### src/rtl/kernel_pkg.sv
// Shared constants for the kernel bank: default widths, preset 5x5 kernels and load FSM states.
package kernel_pkg;

  localparam int unsigned KSIZE_DEF = 5;
  localparam int unsigned KW_DEF    = 4;
  localparam int unsigned DIVW_DEF  = 4;

  typedef enum logic [1:0] {
    StIdle   = 2'd0,
    StLoad   = 2'd1,
    StCommit = 2'd2
  } load_state_e;

  // 5x5 presets at 4-bit coefficients, tap 0 (top-left) in the MSBs, one row per group.
  localparam logic [99:0] KERN_PASS    = 100'h00000_00000_00100_00000_00000;
  localparam logic [99:0] KERN_SOBEL   = 100'h00000_0F010_0E020_0F010_00000;
  localparam logic [99:0] KERN_BLUR    = 100'h01110_12221_12421_12221_01110;
  localparam logic [99:0] KERN_SHARPEN = 100'h00000_00F00_0F5F0_00F00_00000;

  localparam int unsigned DIV_PASS    = 0;
  localparam int unsigned DIV_SOBEL   = 0;
  localparam int unsigned DIV_BLUR    = 5;
  localparam int unsigned DIV_SHARPEN = 0;

  function automatic int preset_coef(input int unsigned id, input int unsigned tap);
    logic [99:0] k;
    logic [3:0]  n;
    case (id)
      0:       k = KERN_PASS;
      1:       k = KERN_SOBEL;
      2:       k = KERN_BLUR;
      default: k = KERN_SHARPEN;
    endcase
    n = k[(24 - tap) * 4 +: 4];
    return int'($signed(n));
  endfunction

  function automatic int unsigned preset_div(input int unsigned id);
    case (id)
      0:       return DIV_PASS;
      1:       return DIV_SOBEL;
      2:       return DIV_BLUR;
      default: return DIV_SHARPEN;
    endcase
  endfunction

endpackage

### src/rtl/kernel_load_ctrl.sv
// Slot-load sequencer: accepts a load request, collects TAPS coefficient beats into a staging
// register and presents them for a single-cycle commit.
module kernel_load_ctrl
  import kernel_pkg::*;
#(
  parameter int unsigned NUM_SLOTS = 4,
  parameter int unsigned KSIZE     = KSIZE_DEF,
  parameter int unsigned KW        = KW_DEF,
  parameter int unsigned DIVW      = DIVW_DEF,
  parameter int unsigned SW        = 3
) (
  input  logic                        clk,
  input  logic                        rst_n,
  input  logic                        ld_start,
  input  logic [SW-1:0]               ld_slot,
  input  logic [DIVW-1:0]             ld_div,
  input  logic                        wr_valid,
  input  logic [KW-1:0]               wr_coef,
  output logic                        wr_ready,
  output logic                        busy,
  output logic                        done,
  output logic                        err,
  output logic                        cm_en,
  output logic [SW-1:0]               cm_slot,
  output logic [DIVW-1:0]             cm_div,
  output logic [KSIZE*KSIZE*KW-1:0]   cm_kernel
);

  localparam int unsigned TAPS = KSIZE * KSIZE;
  localparam int unsigned CW   = $clog2(TAPS);
  localparam logic [SW-1:0] SLOT_LIM = SW'(NUM_SLOTS);

  load_state_e             r_state, w_state_d;
  logic [CW-1:0]           r_cnt;
  logic [SW-1:0]           r_slot;
  logic [DIVW-1:0]         r_div;
  logic [TAPS*KW-1:0]      r_stage;
  logic                    r_err;
  logic                    w_beat;
  logic                    w_accept;

  assign w_beat   = wr_valid && (r_state == StLoad);
  assign w_accept = (r_state == StIdle) && ld_start && (ld_slot < SLOT_LIM);

  always_comb begin
    w_state_d = r_state;
    case (r_state)
      StIdle:   if (w_accept) w_state_d = StLoad;
      StLoad:   if (w_beat && (r_cnt == CW'(TAPS - 1))) w_state_d = StCommit;
      StCommit: w_state_d = StIdle;
      default:  w_state_d = StIdle;
    endcase
  end

  always_ff @(posedge clk) begin
    if (!rst_n) begin
      r_state <= StIdle;
      r_cnt   <= '0;
      r_slot  <= '0;
      r_div   <= '0;
      r_stage <= '0;
      r_err   <= 1'b0;
    end else begin
      r_state <= w_state_d;
      r_err   <= (r_state == StIdle) && ld_start && !(ld_slot < SLOT_LIM);
      if (w_accept) begin
        r_cnt  <= '0;
        r_slot <= ld_slot;
        r_div  <= ld_div;
      end
      if (w_beat) begin
        r_cnt <= r_cnt + 1'b1;
        for (int unsigned t = 0; t < TAPS; t++) begin
          if (r_cnt == CW'(t)) r_stage[(TAPS-1-t)*KW +: KW] <= wr_coef;
        end
      end
    end
  end

  assign wr_ready  = (r_state == StLoad);
  assign busy      = (r_state != StIdle);
  assign done      = (r_state == StCommit);
  assign err       = r_err;
  assign cm_en     = (r_state == StCommit);
  assign cm_slot   = r_slot;
  assign cm_div    = r_div;
  assign cm_kernel = r_stage;

endmodule

### src/rtl/kernel_bank.sv
// Bank of NUM_SLOTS convolution kernels with frame-synchronous active-kernel selection.
// Define KERNEL_READBACK_EN to add the registered rd_slot/rd_tap -> rd_coef readback port.
module kernel_bank
  import kernel_pkg::*;
#(
  parameter int unsigned NUM_SLOTS = 4,
  parameter int unsigned KSIZE     = KSIZE_DEF,
  parameter int unsigned KW        = KW_DEF,
  parameter int unsigned DIVW      = DIVW_DEF
) (
  input  logic                              clk,
`ifdef KERNEL_READBACK_EN
  input  logic [$clog2(NUM_SLOTS+1)-1:0]    rd_slot,
  input  logic [$clog2(KSIZE*KSIZE)-1:0]    rd_tap,
  output logic [KW-1:0]                     rd_coef,
`endif
  input  logic                              rst_n,
  input  logic                              frame_start,
  // Slot indices carry one spare bit so out-of-range requests are expressible and rejected.
  input  logic [$clog2(NUM_SLOTS+1)-1:0]    sel,
  input  logic                              ld_start,
  input  logic [$clog2(NUM_SLOTS+1)-1:0]    ld_slot,
  input  logic [DIVW-1:0]                   ld_div,
  input  logic                              wr_valid,
  output logic                              wr_ready,
  input  logic [KW-1:0]                     wr_coef,
  output logic [KSIZE*KSIZE*KW-1:0]         kernel,
  output logic [DIVW-1:0]                   div,
  output logic                              busy,
  output logic                              done,
  output logic                              err
);

  localparam int unsigned TAPS   = KSIZE * KSIZE;
  localparam int unsigned KB     = TAPS * KW;
  localparam int unsigned SW     = $clog2(NUM_SLOTS + 1);
  localparam int unsigned CENTRE = TAPS / 2;

  logic [KB-1:0]   r_slot [NUM_SLOTS];
  logic [DIVW-1:0] r_sdiv [NUM_SLOTS];
  logic [KB-1:0]   r_kernel;
  logic [DIVW-1:0] r_div;

  logic            w_cm_en;
  logic [SW-1:0]   w_cm_slot;
  logic [DIVW-1:0] w_cm_div;
  logic [KB-1:0]   w_cm_kernel;

  function automatic logic [KB-1:0] rst_kernel(input int unsigned s);
    logic [KB-1:0] k;
    k = '0;
    for (int unsigned t = 0; t < TAPS; t++) begin
      if (KSIZE == 5) k[(TAPS-1-t)*KW +: KW] = KW'(preset_coef((s < 4) ? s : 0, t));
      else if (t == CENTRE) k[(TAPS-1-t)*KW +: KW] = KW'(1);
    end
    return k;
  endfunction

  function automatic logic [DIVW-1:0] rst_div(input int unsigned s);
    return (KSIZE == 5) ? DIVW'(preset_div((s < 4) ? s : 0)) : '0;
  endfunction

  kernel_load_ctrl #(
    .NUM_SLOTS (NUM_SLOTS),
    .KSIZE     (KSIZE),
    .KW        (KW),
    .DIVW      (DIVW),
    .SW        (SW)
  ) u_load_ctrl (
    .clk       (clk),
    .rst_n     (rst_n),
    .ld_start  (ld_start),
    .ld_slot   (ld_slot),
    .ld_div    (ld_div),
    .wr_valid  (wr_valid),
    .wr_coef   (wr_coef),
    .wr_ready  (wr_ready),
    .busy      (busy),
    .done      (done),
    .err       (err),
    .cm_en     (w_cm_en),
    .cm_slot   (w_cm_slot),
    .cm_div    (w_cm_div),
    .cm_kernel (w_cm_kernel)
  );

  always_ff @(posedge clk) begin
    if (!rst_n) begin
      for (int unsigned s = 0; s < NUM_SLOTS; s++) begin
        r_slot[s] <= rst_kernel(s);
        r_sdiv[s] <= rst_div(s);
      end
    end else begin
      for (int unsigned s = 0; s < NUM_SLOTS; s++) begin
        if (w_cm_en && (w_cm_slot == SW'(s))) begin
          r_slot[s] <= w_cm_kernel;
          r_sdiv[s] <= w_cm_div;
        end
      end
    end
  end

  // Slot contents are read before the same-edge commit, so a coincident frame keeps the old kernel.
  always_ff @(posedge clk) begin
    if (!rst_n) begin
      r_kernel <= rst_kernel(0);
      r_div    <= '0;
    end else if (frame_start) begin
      for (int unsigned s = 0; s < NUM_SLOTS; s++) begin
        if (sel == SW'(s)) begin
          r_kernel <= r_slot[s];
          r_div    <= r_sdiv[s];
        end
      end
    end
  end

  assign kernel = r_kernel;
  assign div    = r_div;

`ifdef KERNEL_READBACK_EN
  logic [KW-1:0] r_rd_coef;

  always_ff @(posedge clk) begin
    if (!rst_n) begin
      r_rd_coef <= '0;
    end else begin
      r_rd_coef <= '0;
      for (int unsigned s = 0; s < NUM_SLOTS; s++) begin
        for (int unsigned t = 0; t < TAPS; t++) begin
          if ((rd_slot == SW'(s)) && (rd_tap == $clog2(TAPS)'(t))) begin
            r_rd_coef <= r_slot[s][(TAPS-1-t)*KW +: KW];
          end
        end
      end
    end
  end

  assign rd_coef = r_rd_coef;
`endif

endmodule

### config.mk
export PLATFORM = sky130hd
export DESIGN_NAME = kernel_bank
export DESIGN_NICKNAME = d
export VERILOG_FILES = /design/src/rtl/kernel_pkg.sv /design/src/rtl/kernel_load_ctrl.sv /design/src/rtl/kernel_bank.sv
export SDC_FILE = /design/constraint.sdc
export NUM_CORES = 1
export LEC_CHECK = 0
export ABC_AREA = 1
export ABC_CLOCK_PERIOD_IN_PS = 5090
export BUFFER_PORTS_ARGS = -buffer_cell sky130_fd_sc_hd__buf_2
export CAP_MARGIN = 25
export CORE_UTILIZATION = 40
export CTS_CLUSTER_DIAMETER = 40
export CTS_CLUSTER_SIZE = 10
export DETAILED_ROUTE_END_ITERATION = 16
export HOLD_SLACK_MARGIN = 0.1
export PLACE_DENSITY = 0.57
export SLEW_MARGIN = 20
export SYNTH_ARGS = -nofsm -noshare
export SYNTH_HDL_FRONTEND = slang
export SYNTH_SLANG_ARGS = --single-unit
### constraint.sdc
create_clock -name clk -period 5.09 [get_ports clk]
set_clock_uncertainty 0.15 [all_clocks]
set_input_delay 1.527 -clock clk [delete_from_list [all_inputs] [get_ports clk]]
set_output_delay 1.527 -clock clk [all_outputs]
set_load 0.02 [all_outputs]
==> results of run 1 <==
[flip-flops by register name (all words and copies together) (netlist names)]
register,count
u_load_ctrl.r_state,2
u_load_ctrl.cm_div,4
u_load_ctrl.cm_kernel,100
r_slot,400
r_sdiv,16
kernel,100
div,4
u_load_ctrl.cm_slot,3
u_load_ctrl.err,1
u_load_ctrl.r_cnt,5
[where the power goes]
part           switching, mW  total (mW)  internal [mW]  leakage [nW]
sequential            0.0475        5.64           5.60          6.02
clock                   2.49        6.96           4.47          1.69
combinational          0.531       0.709          0.178          4.59
total                   3.07        13.3           10.2          12.3
[path summary, 6_finish.rpt]
kind	start	endpoint	slack, ns
setup / recovery	rst_n	r_slot[2][77]$_SDFFCE_PN0P_	1.71
hold / removal	kernel[59]$_SDFFE_PN0P_	kernel[59]$_SDFFE_PN0P_	0.31
setup reg to reg	u_load_ctrl.r_state[0]$_SDFFE_PN0P_	r_slot[3][91]$_SDFFCE_PN0P_	2.55
hold reg to reg	kernel[59]$_SDFFE_PN0P_	kernel[59]$_SDFFE_PN0P_	0.31
[kinds of logic (layout without fill, tap and decap cells)]
logic type	count (synthesis)	count (layout)
AO/OA/AOI/OAI	431	431
adder cells (fa/ha/maj)	5	5
buffers and inverters	526	704
flip-flops	635	635
other	0	1
AND/OR/NAND/NOR	1326	1326
[cell usage after synthesis, drive strengths merged]
library cell / number
nor2: 588
nand2: 512
edfxtp: 416
inv: 340
nand3: 220
dfxtp: 219
a21oi: 218
o21ai: 110
o211ai: 103
clkbuf: 95
buf: 91
ha: 5
nand4: 4
nor3: 1
or2: 1
[stage by stage]
step           power (mW)  hold slack (ns)
2_1_floorplan       6.196           0.2859
3_3_place_gp        6.447           0.2968
3_5_place_dp        6.458           0.3000
4_1_cts             13.41           0.3110
5_1_grt             13.71           0.3264
6_report            13.32           0.3081
[layer usage]
metal,part of all wire,up-vias,global-route usage
met5,0,-,0
met4,0.028,0,0.09254
met3,0.060,135,0.03465
met2,0.49,673,0.3956
met1,0.42,9957,0.2921
li1,-,9760,-
[area by class of cell]
class	count	area [um2]
Fill cell	6134	34400
Sequential cell	635	16880
Multi-Input combinational cell	1762	7919
Clock buffer	128	2805
Inverter	340	1289
Timing Repair Buffer	174	1161
Tap cell	864	1081
Clock inverter	62	685.7
Antenna cell	1	2.502
[worst max-delay path, delay by kind of cell]
| kind | cells | cell delay [ns] |
|---|---|---|
| buf+inv | 5 | 1.72 |
| simple gates | 2 | 0.20 |
==> impl_metrics.json, run 1 <==
{
  "dieArea_mm2": 0.06836,
  "final_util": 0.4805,
  "insertion_delay_ns": 0.64,
  "synth_area_mm2": 0.02693,
  "setup-tns-final_ns": 0,
  "drive_gt1_frac": 0.1251,
  "yosys.area_share.simple": 0.1995,
  "gr-total-overflow": 0,
  "grt_first_pass_wirelength_mm": 119.5,
  "synth_top_cell_area_share": 0.4639,
  "postCtsHoldBufs": 0,
  "drc": 0,
  "hpwl_mm": 40.90,
  "p_per_area_mw_per_mm2": 418.5,
  "track_usage": 0.2309,
  "clock-sinks": 635,
  "die_w_um": 261.5,
  "status": "finished clean",
  "finalSetupViolCount": 0,
  "globalplace.congestion": 0.7853,
  "synth_area_leaders": "edfxtp_1 46%, dfxtp_1 16%, nor2_1 7.9%",
  "dp_slack_ns": 1.123,
  "cts_resized": 0,
  "root_buffer": "clkbuf_16",
  "fin_nets": 3038,
  "vias": 20530,
  "cp_slowest_cell": "buf_4",
  "crit_arrival_ns": 3.58,
  "via_per_inst": 5.175,
  "final_common_cell": "nor2_1",
  "startpoint_type": "input pin",
  "numCtsBuffers": 101,
  "drt-initial-drc-count": 1512,
  "rows": 94,
  "synthesis.nets": 2947,
  "area_growth_pct": 18.17,
  "tightest_slew_ns": 1.075,
  "ys_seq_elements": 635,
  "clkTransAtPathRegs_ns": 0.05,
  "p_leak_nw": 12.29,
  "wirelength_mm": 78.44,
  "firstDrtPassIters": 5,
  "synth_top_cell_by_area": "edfxtp_1",
  "design_area_mm2": 0.03182,
  "cts_tree": "built",
  "antenna_found_initial": 0,
  "most-common-layout-cells": "566 x nor2_1, 504 x nand2_1, 416 x edfxtp_1, 329 x inv_1, 219 x dfxtp_1",
  "period_minus_slack_ns": 3.375,
  "drtAntennaViolNets": 0,
  "min_period_over_period": 0.6631,
  "pin_count": 127,
  "grt_max_degree": 105,
  "crit_chain": "buf_4 > inv_4 > buf_4 > nor2_4 > clkinv_2 > buf_4 > nor2_1",
  "cts_buffer_depth": 3,
  "cp_max_fo": 62,
  "synth_cell_types": 26,
  "start_util": 0.4066,
  "crit_top_cell": "buf_4",
  "coreArea_mm2": 0.06622,
  "place_area_mm2": 0.02833,
  "synthXorXnorAreaFrac": 0,
  "hold_viol": 0,
  "whs_path_depth": 2,
  "grt_pass1_vias": 20160,
  "fin_ws_ns": 1.715,
  "slowest_delay_ns": 0.59,
  "avgSynthCellArea_um2": 9.212,
  "peakVddDrop_mv": 0.2355,
  "synth_compound_area_frac": 0.08968,
  "grt_setup_unrepaired": "false",
  "wl_per_cell_um": 19.78,
  "crit_type": "in2reg",
  "muxShareOfSynthArea": 0,
  "h-tree-depth": 3,
  "synth-seq-area-share": 0.6268,
  "fmax_mhz": 296.3,
  "drv_cap": 0,
  "slew_headroom": 0.2834,
  "critPathRequiredTime_ns": 5.30,
  "dieHeight_um": 261.5,
  "cp-end-kind": "flop",
  "post_cts_buffers": 0,
  "ys.warnings.count": 0,
  "synth_top_family_by_area": "simple AND/OR/NAND/NOR gates",
  "rr_worst_depth": 6,
  "min_path_type": "reg2reg",
  "dp_cells": 3775,
  "synth-adder-area-share": 0.002323,
  "synth_cells": 2923,
  "finalNonFillerCells": 3966,
  "port_buffers": 126,
  "slew_violations": 0
}
Power figures use the tool's default switching activity.
==> inputs of run 2 (changes only) <==
Settings changed: ABC_CLOCK_PERIOD_IN_PS 5090 to 2900, PLACE_DENSITY 0.57 to 0.59.
Clock period 5.09 ns to 2.9 ns, I/O delays scaled along.
==> run 2 against run 1 <==
Net effect:
- non-clock buffer count grew 10
- worst setup slack got worse by 1.4 ns
- flip-flop and latch count is the same
- critical path depth shrank 3
- highest routed layer unchanged
==> impl_metrics.json, run 2 (synthesis gave the netlist of run 1 again) <==
{
  "firstDrtPassIters": 5,
  "postCtsHoldBufs": 0,
  "pin_count": 127,
  "fin_nets": 3043,
  "finalSetupViolCount": 0,
  "rr_worst_depth": 8,
  "numCtsBuffers": 96,
  "cp-startpoint": "u_load_ctrl.r_state[1]$_SDFFE_PN0P_",
  "area_growth_pct": 18.48,
  "grt_max_degree": 105,
  "crit_path_end": "wr_ready",
  "cts_resized": 0,
  "slew_violations": 0,
  "status": "finished clean",
  "crit_type": "reg2out",
  "root_buffer": "clkbuf_16",
  "peakVddDrop_mv": 0.4012,
  "largest_reg_flops": 400,
  "final_util": 0.4818,
  "p_leak_nw": 12.32,
  "dieHeight_um": 261.5,
  "drc": 0,
  "drv_cap": 0,
  "place_area_mm2": 0.02865,
  "track_usage": 0.2268,
  "coreArea_mm2": 0.06622,
  "cts_buffer_depth": 3,
  "die_w_um": 261.5,
  "final_common_cell": "nor2_1",
  "grt_first_pass_wirelength_mm": 117.8,
  "design_area_mm2": 0.03190,
  "cp_max_fo": 5,
  "most-common-layout-cells": "566 x nor2_1, 504 x nand2_1, 416 x edfxtp_1, 329 x inv_1, 219 x dfxtp_1",
  "clkTransAtPathRegs_ns": 0.05,
  "cp_slowest_cell": "dfxtp_1",
  "tightest_slew_ns": 0.8201,
  "r2r-end": "r_slot[0][86]$_SDFFCE_PN0P_",
  "p_per_area_mw_per_mm2": 714.4,
  "setup-tns-final_ns": 0,
  "min_path_type": "reg2reg",
  "insertion_delay_ns": 0.63,
  "critPathRequiredTime_ns": 1.88,
  "grt_setup_unrepaired": "false",
  "hpwl_mm": 41.87,
  "startpoint_type": "flop",
  "grt_pass1_vias": 20120,
  "hold_viol": 0,
  "antenna_found_initial": 1,
  "via_per_inst": 5.184,
  "fmax_mhz": 393.2,
  "crit_chain": "inv_2 > nand2_1 > inv_1 > buf_2",
  "cts_tree": "built",
  "r2r-start": "u_load_ctrl.r_state[0]$_SDFFE_PN0P_",
  "wl_per_cell_um": 19.55,
  "slew_headroom": 0.4533,
  "period_minus_slack_ns": 2.543,
  "drive_gt1_frac": 0.1235,
  "top_register": "r_slot",
  "vias": 20560,
  "port_buffers": 126,
  "gr-total-overflow": 0,
  "cp-end-kind": "output port",
  "crit_arrival_ns": 1.52,
  "clock-sinks": 635,
  "slowest_delay_ns": 0.32,
  "dieArea_mm2": 0.06836,
  "drtAntennaViolNets": 0,
  "globalplace.congestion": 0.8242,
  "start_util": 0.4066,
  "r2r_slack_ns": 0.68,
  "wirelength_mm": 77.50,
  "h-tree-depth": 3,
  "antenna_cells": 0,
  "min_period_over_period": 0.8769,
  "rows": 94,
  "drt-initial-drc-count": 1592,
  "whs_ns": 0.3089,
  "post_cts_buffers": 0
}
[run 2: changes by cell type in the layout (fill, tap and decap cells not counted), sizes merged]
cell / delta
clkinv: -6
inv: -1
diode: -1
clkinvlp: -2
buf: +10
bufinv: -1
[run 2: worst min-delay path by stage]
| stage | from | to | slack, ns | cells past startpoint |
|---|---|---|---|---|
| finish | kernel[44]$_SDFFE_PN0P_ | kernel[44]$_SDFFE_PN0P_ | 0.31 | 2 |
| global route | kernel[53]$_SDFFE_PN0P_ | kernel[53]$_SDFFE_PN0P_ | 0.33 | 2 |
| CTS | u_load_ctrl.cm_slot[2]$_SDFFE_PN0P_ | u_load_ctrl.cm_slot[2]$_SDFFE_PN0P_ | 0.31 | 2 |
| detailed placement | u_load_ctrl.cm_slot[2]$_SDFFE_PN0P_ | u_load_ctrl.cm_slot[2]$_SDFFE_PN0P_ | 0.30 | 2 |
| global placement | u_load_ctrl.cm_slot[2]$_SDFFE_PN0P_ | u_load_ctrl.cm_slot[2]$_SDFFE_PN0P_ | 0.29 | 2 |
| floorplan | u_load_ctrl.cm_slot[2]$_SDFFE_PN0P_ | u_load_ctrl.cm_slot[2]$_SDFFE_PN0P_ | 0.29 | 2 |
[run 2: critical path, delay by kind of cell (launching register included)]
family,cells,cell delay [ns]
buf+inv,3,0.51
flops,1,0.32
simple gates,1,0.07
[run 2: area by class of cell]
class                   count  area (um2)
well taps                 864        1081
clock buffers             128        2668
clock inverters            52       583.1
inverters                 340        1289
multi-input cells        1762        7919
fillers                  6153       34310
repair buffers            184        1486
flip-flops and latches    635       16880
[run 2: where the power goes]
group / switching [mW] / leakage, nW / internal, mW
logic: 0.931 / 4.73 / 0.356
clock network: 4.22 / 1.57 / 7.37
registers: 0.0856 / 6.02 / 9.82
total: 5.24 / 12.3 / 17.5
[run 2: routing by layer]
layer | up-vias | part of all wire | global-route usage
met4 | 0 | 0.026 | 0.08317
met3 | 135 | 0.068 | 0.03494
met5 | - | 0 | 0
met1 | 9905 | 0.42 | 0.2900
met2 | 750 | 0.48 | 0.3879
li1 | 9765 | - | -
[run 2: through the flow]
stage / power, mW / setup slack (ns) / instances
finish: 22.79 / 0.3571 / 3965
global route: 23.43 / 0.2465 / 3965
CTS: 22.92 / 0.3072 / 3965
detailed placement: 11.37 / 0.3255 / 3785
global placement: 11.35 / 0.3588 / 3785
floorplan: 10.86 / -0.2607 / 2923
==> inputs of run 3 (changes only) <==
Settings changed: ABC_AREA 1 to unset, RECOVER_POWER set to 25.
==> run 3 against run 2 <==
Net effect:
- global-route usage shrank 1.6 points
- combinational power down 23%
- utilization grew 0.46 points
- total power down 2.6%
- cell count decreased by 29%
- first-iteration DRC count fell by 40%
- clock power fell by 4%
- flip-flop and latch count unchanged
- sequential power about the same
- synthesized cell count fell by 37%
- maximum frequency shrank 4.8%
- critical endpoint is now u_load_ctrl.cm_kernel[10]$_SDFFE_PN0P_
==> impl_metrics.json, run 3 <==
{
  "drive_gt1_frac": 0.1693,
  "synth_compound_area_frac": 0.1053,
  "place_area_mm2": 0.02670,
  "yosys.area_share.simple": 0.1453,
  "synth-seq-area-share": 0.6809,
  "synth_cells": 1836,
  "r2r-end": "r_slot[1][89]$_SDFFCE_PN0P_",
  "tightest_slew_ns": 1.363,
  "hpwl_mm": 38.06,
  "grt_pass1_vias": 16100,
  "status": "finished clean",
  "most-common-layout-cells": "416 x edfxtp_1, 336 x and2_1, 217 x dfxtp_1, 126 x buf_2, 123 x nand2_1",
  "drt-initial-drc-count": 956,
  "synth_cell_types": 46,
  "post_cts_buffers": 0,
  "crit_type": "in2reg",
  "coreArea_mm2": 0.06081,
  "final_common_cell": "edfxtp_1",
  "clkTransAtPathRegs_ns": 0.05,
  "drc": 0,
  "netlist_top_cells_count": "416 x edfxtp_1, 361 x and2_1, 219 x dfxtp_1, 123 x nand2_1, 106 x o22ai_1",
  "wirelength_mm": 66.87,
  "p_int_mw": 17.36,
  "cts_tree": "built",
  "antenna_found_initial": 1,
  "min_period_over_period": 0.9212,
  "r2r-start": "u_load_ctrl.cm_slot[1]$_SDFFE_PN0P_",
  "numCtsBuffers": 89,
  "finalSetupViolCount": 0,
  "muxShareOfSynthArea": 0.03877,
  "synth_top_cell_area_share": 0.5040,
  "ys_async_sr_fraction": 0,
  "hold_viol": 0,
  "cts_buffer_depth": 3,
  "synth_area_mm2": 0.02479,
  "drv_cap": 0,
  "combPwrFrac": 0.045,
  "slew_violations": 0,
  "pin_count": 127,
  "p_per_area_mw_per_mm2": 750.2,
  "synth-edff-count": 416,
  "gr-total-overflow": 0,
  "ys_seq_elements": 635,
  "vias": 15760,
  "fin_ws_ns": 0.2285,
  "period_minus_slack_ns": 2.672,
  "wl_per_cell_um": 23.65,
  "track_usage": 0.2104,
  "slew_headroom": 0.09115,
  "dieArea_mm2": 0.06296,
  "synth_area_leaders": "edfxtp_1 50%, dfxtp_1 18%, and2_1 9.1%",
  "startpoint_type": "input pin",
  "cts_resized": 0,
  "p_leak_nw": 10.66,
  "synthesis.nets": 1860,
  "postCtsHoldBufs": 0,
  "globalplace.congestion": 0.7737,
  "via_per_inst": 5.576,
  "final_util": 0.4864,
  "critPathRequiredTime_ns": 3.18,
  "whs_path_depth": 1,
  "cp-end-kind": "flop",
  "min_path_type": "reg2reg",
  "die_w_um": 250.9,
  "yosysMostFrequentCell": "edfxtp_1",
  "r2r_slack_ns": 0.27,
  "min_from": "kernel[17]$_SDFFE_PN0P_",
  "drtAntennaViolNets": 0,
  "synth_top_cell_by_area": "edfxtp_1",
  "design_area_mm2": 0.02957,
  "power_switching_mw": 4.831,
  "start_util": 0.4076,
  "ys.warnings.count": 0,
  "dieHeight_um": 250.9,
  "avgSynthCellArea_um2": 13.50,
  "clock-sinks": 635,
  "insertion_delay_ns": 0.62,
  "peakVddDrop_mv": 0.4198,
  "power_mw": 22.19,
  "dp_cells": 2660,
  "swShare": 0.2177,
  "crit_arrival_ns": 2.95,
  "seqPwrFrac": 0.456,
  "p_clk_frac": 0.499,
  "whs_ns": 0.3049,
  "finalNonFillerCells": 2827,
  "synthXorXnorAreaFrac": 0,
  "rows": 90,
  "rr_worst_depth": 3,
  "setup-tns-final_ns": 0,
  "dp_slack_ns": 0.3124,
  "largest_reg_flops": 400,
  "cp_max_fo": 24,
  "grt_setup_unrepaired": "false",
  "hold_end": "kernel[17]$_SDFFE_PN0P_",
  "synth-adder-area-share": 0.002524,
  "synth_top_family_by_area": "simple AND/OR/NAND/NOR gates",
  "synth_flop_cell": "edfxtp_1",
  "port_buffers": 126,
  "firstDrtPassIters": 6,
  "area_growth_pct": 19.32,
  "grt_max_degree": 90,
  "root_buffer": "clkbuf_16",
  "fin_nets": 1993,
  "top_register": "r_slot",
  "h-tree-depth": 3,
  "fmax_mhz": 374.3,
  "grt_first_pass_wirelength_mm": 99.84
}
[run 3: power by group through the flow]
| stage | Sequential (mW) | Combinational, mW | Clock [mW] |
|---|---|---|---|
| floorplan | 10.4 | 0.451 | 0 |
| global placement | 10.3 | 1.01 | 0 |
| detailed placement | 10.3 | 1.02 | 0 |
| CTS | 10.1 | 1.02 | 11.2 |
| global route | 10.1 | 1.05 | 11.6 |
| finish | 10.1 | 0.992 | 11.1 |
[run 3: area by class of cell]
type,count,area [um2]
diodes,1,2.502
clock buffers,128,2506
clock inverters,38,561.8
fillers,5272,31230
inverters,5,18.77
multi-input cells,1043,7237
flip-flops and latches,635,16880
well taps,782,978.4
repair buffers,195,1389
[run 3: worst max-delay path: stages]
cell and delay (ns):
buf_4 0.18, clkbuf_2 0.43, nand2_1 0.22, clkbuf_1 1.01, mux2i_1 0.18
[run 3: worst max-delay path by stage]
stage / end / startpoint / slack, ns
2_1_floorplan: r_sdiv[0][0]$_SDFFCE_PN0P_ / u_load_ctrl.r_state[1]$_SDFFE_PN0P_ / -1.20
3_3_place_gp: r_slot[2][28]$_SDFFCE_PN0P_ / rst_n / 0.36
3_5_place_dp: r_slot[2][10]$_SDFFCE_PN0P_ / rst_n / 0.31
4_1_cts: wr_ready / u_load_ctrl.r_state[0]$_SDFFE_PN0P_ / 0.22
5_1_grt: r_slot[1][79]$_SDFFCE_PN0P_ / u_load_ctrl.cm_slot[1]$_SDFFE_PN0P_ / 0.12
6_report: u_load_ctrl.cm_kernel[10]$_SDFFE_PN0P_ / rst_n / 0.23
[run 3: layer usage]
metal / up-vias / routed length (um) / global-route usage
li1: 7169 / - / -
met1: 8063 / 29420 / 0.2826
met2: 451 / 32150 / 0.3488
met3: 79 / 3885 / 0.03438
met4: 0 / 1422 / 0.06603
met5: - / 0 / 0
[run 3: kinds of logic after synthesis]
group / Yosys count
compound gates: 336
fa+ha+maj: 5
buf+inv: 158
flops: 635
mux: 96
simple gates: 606
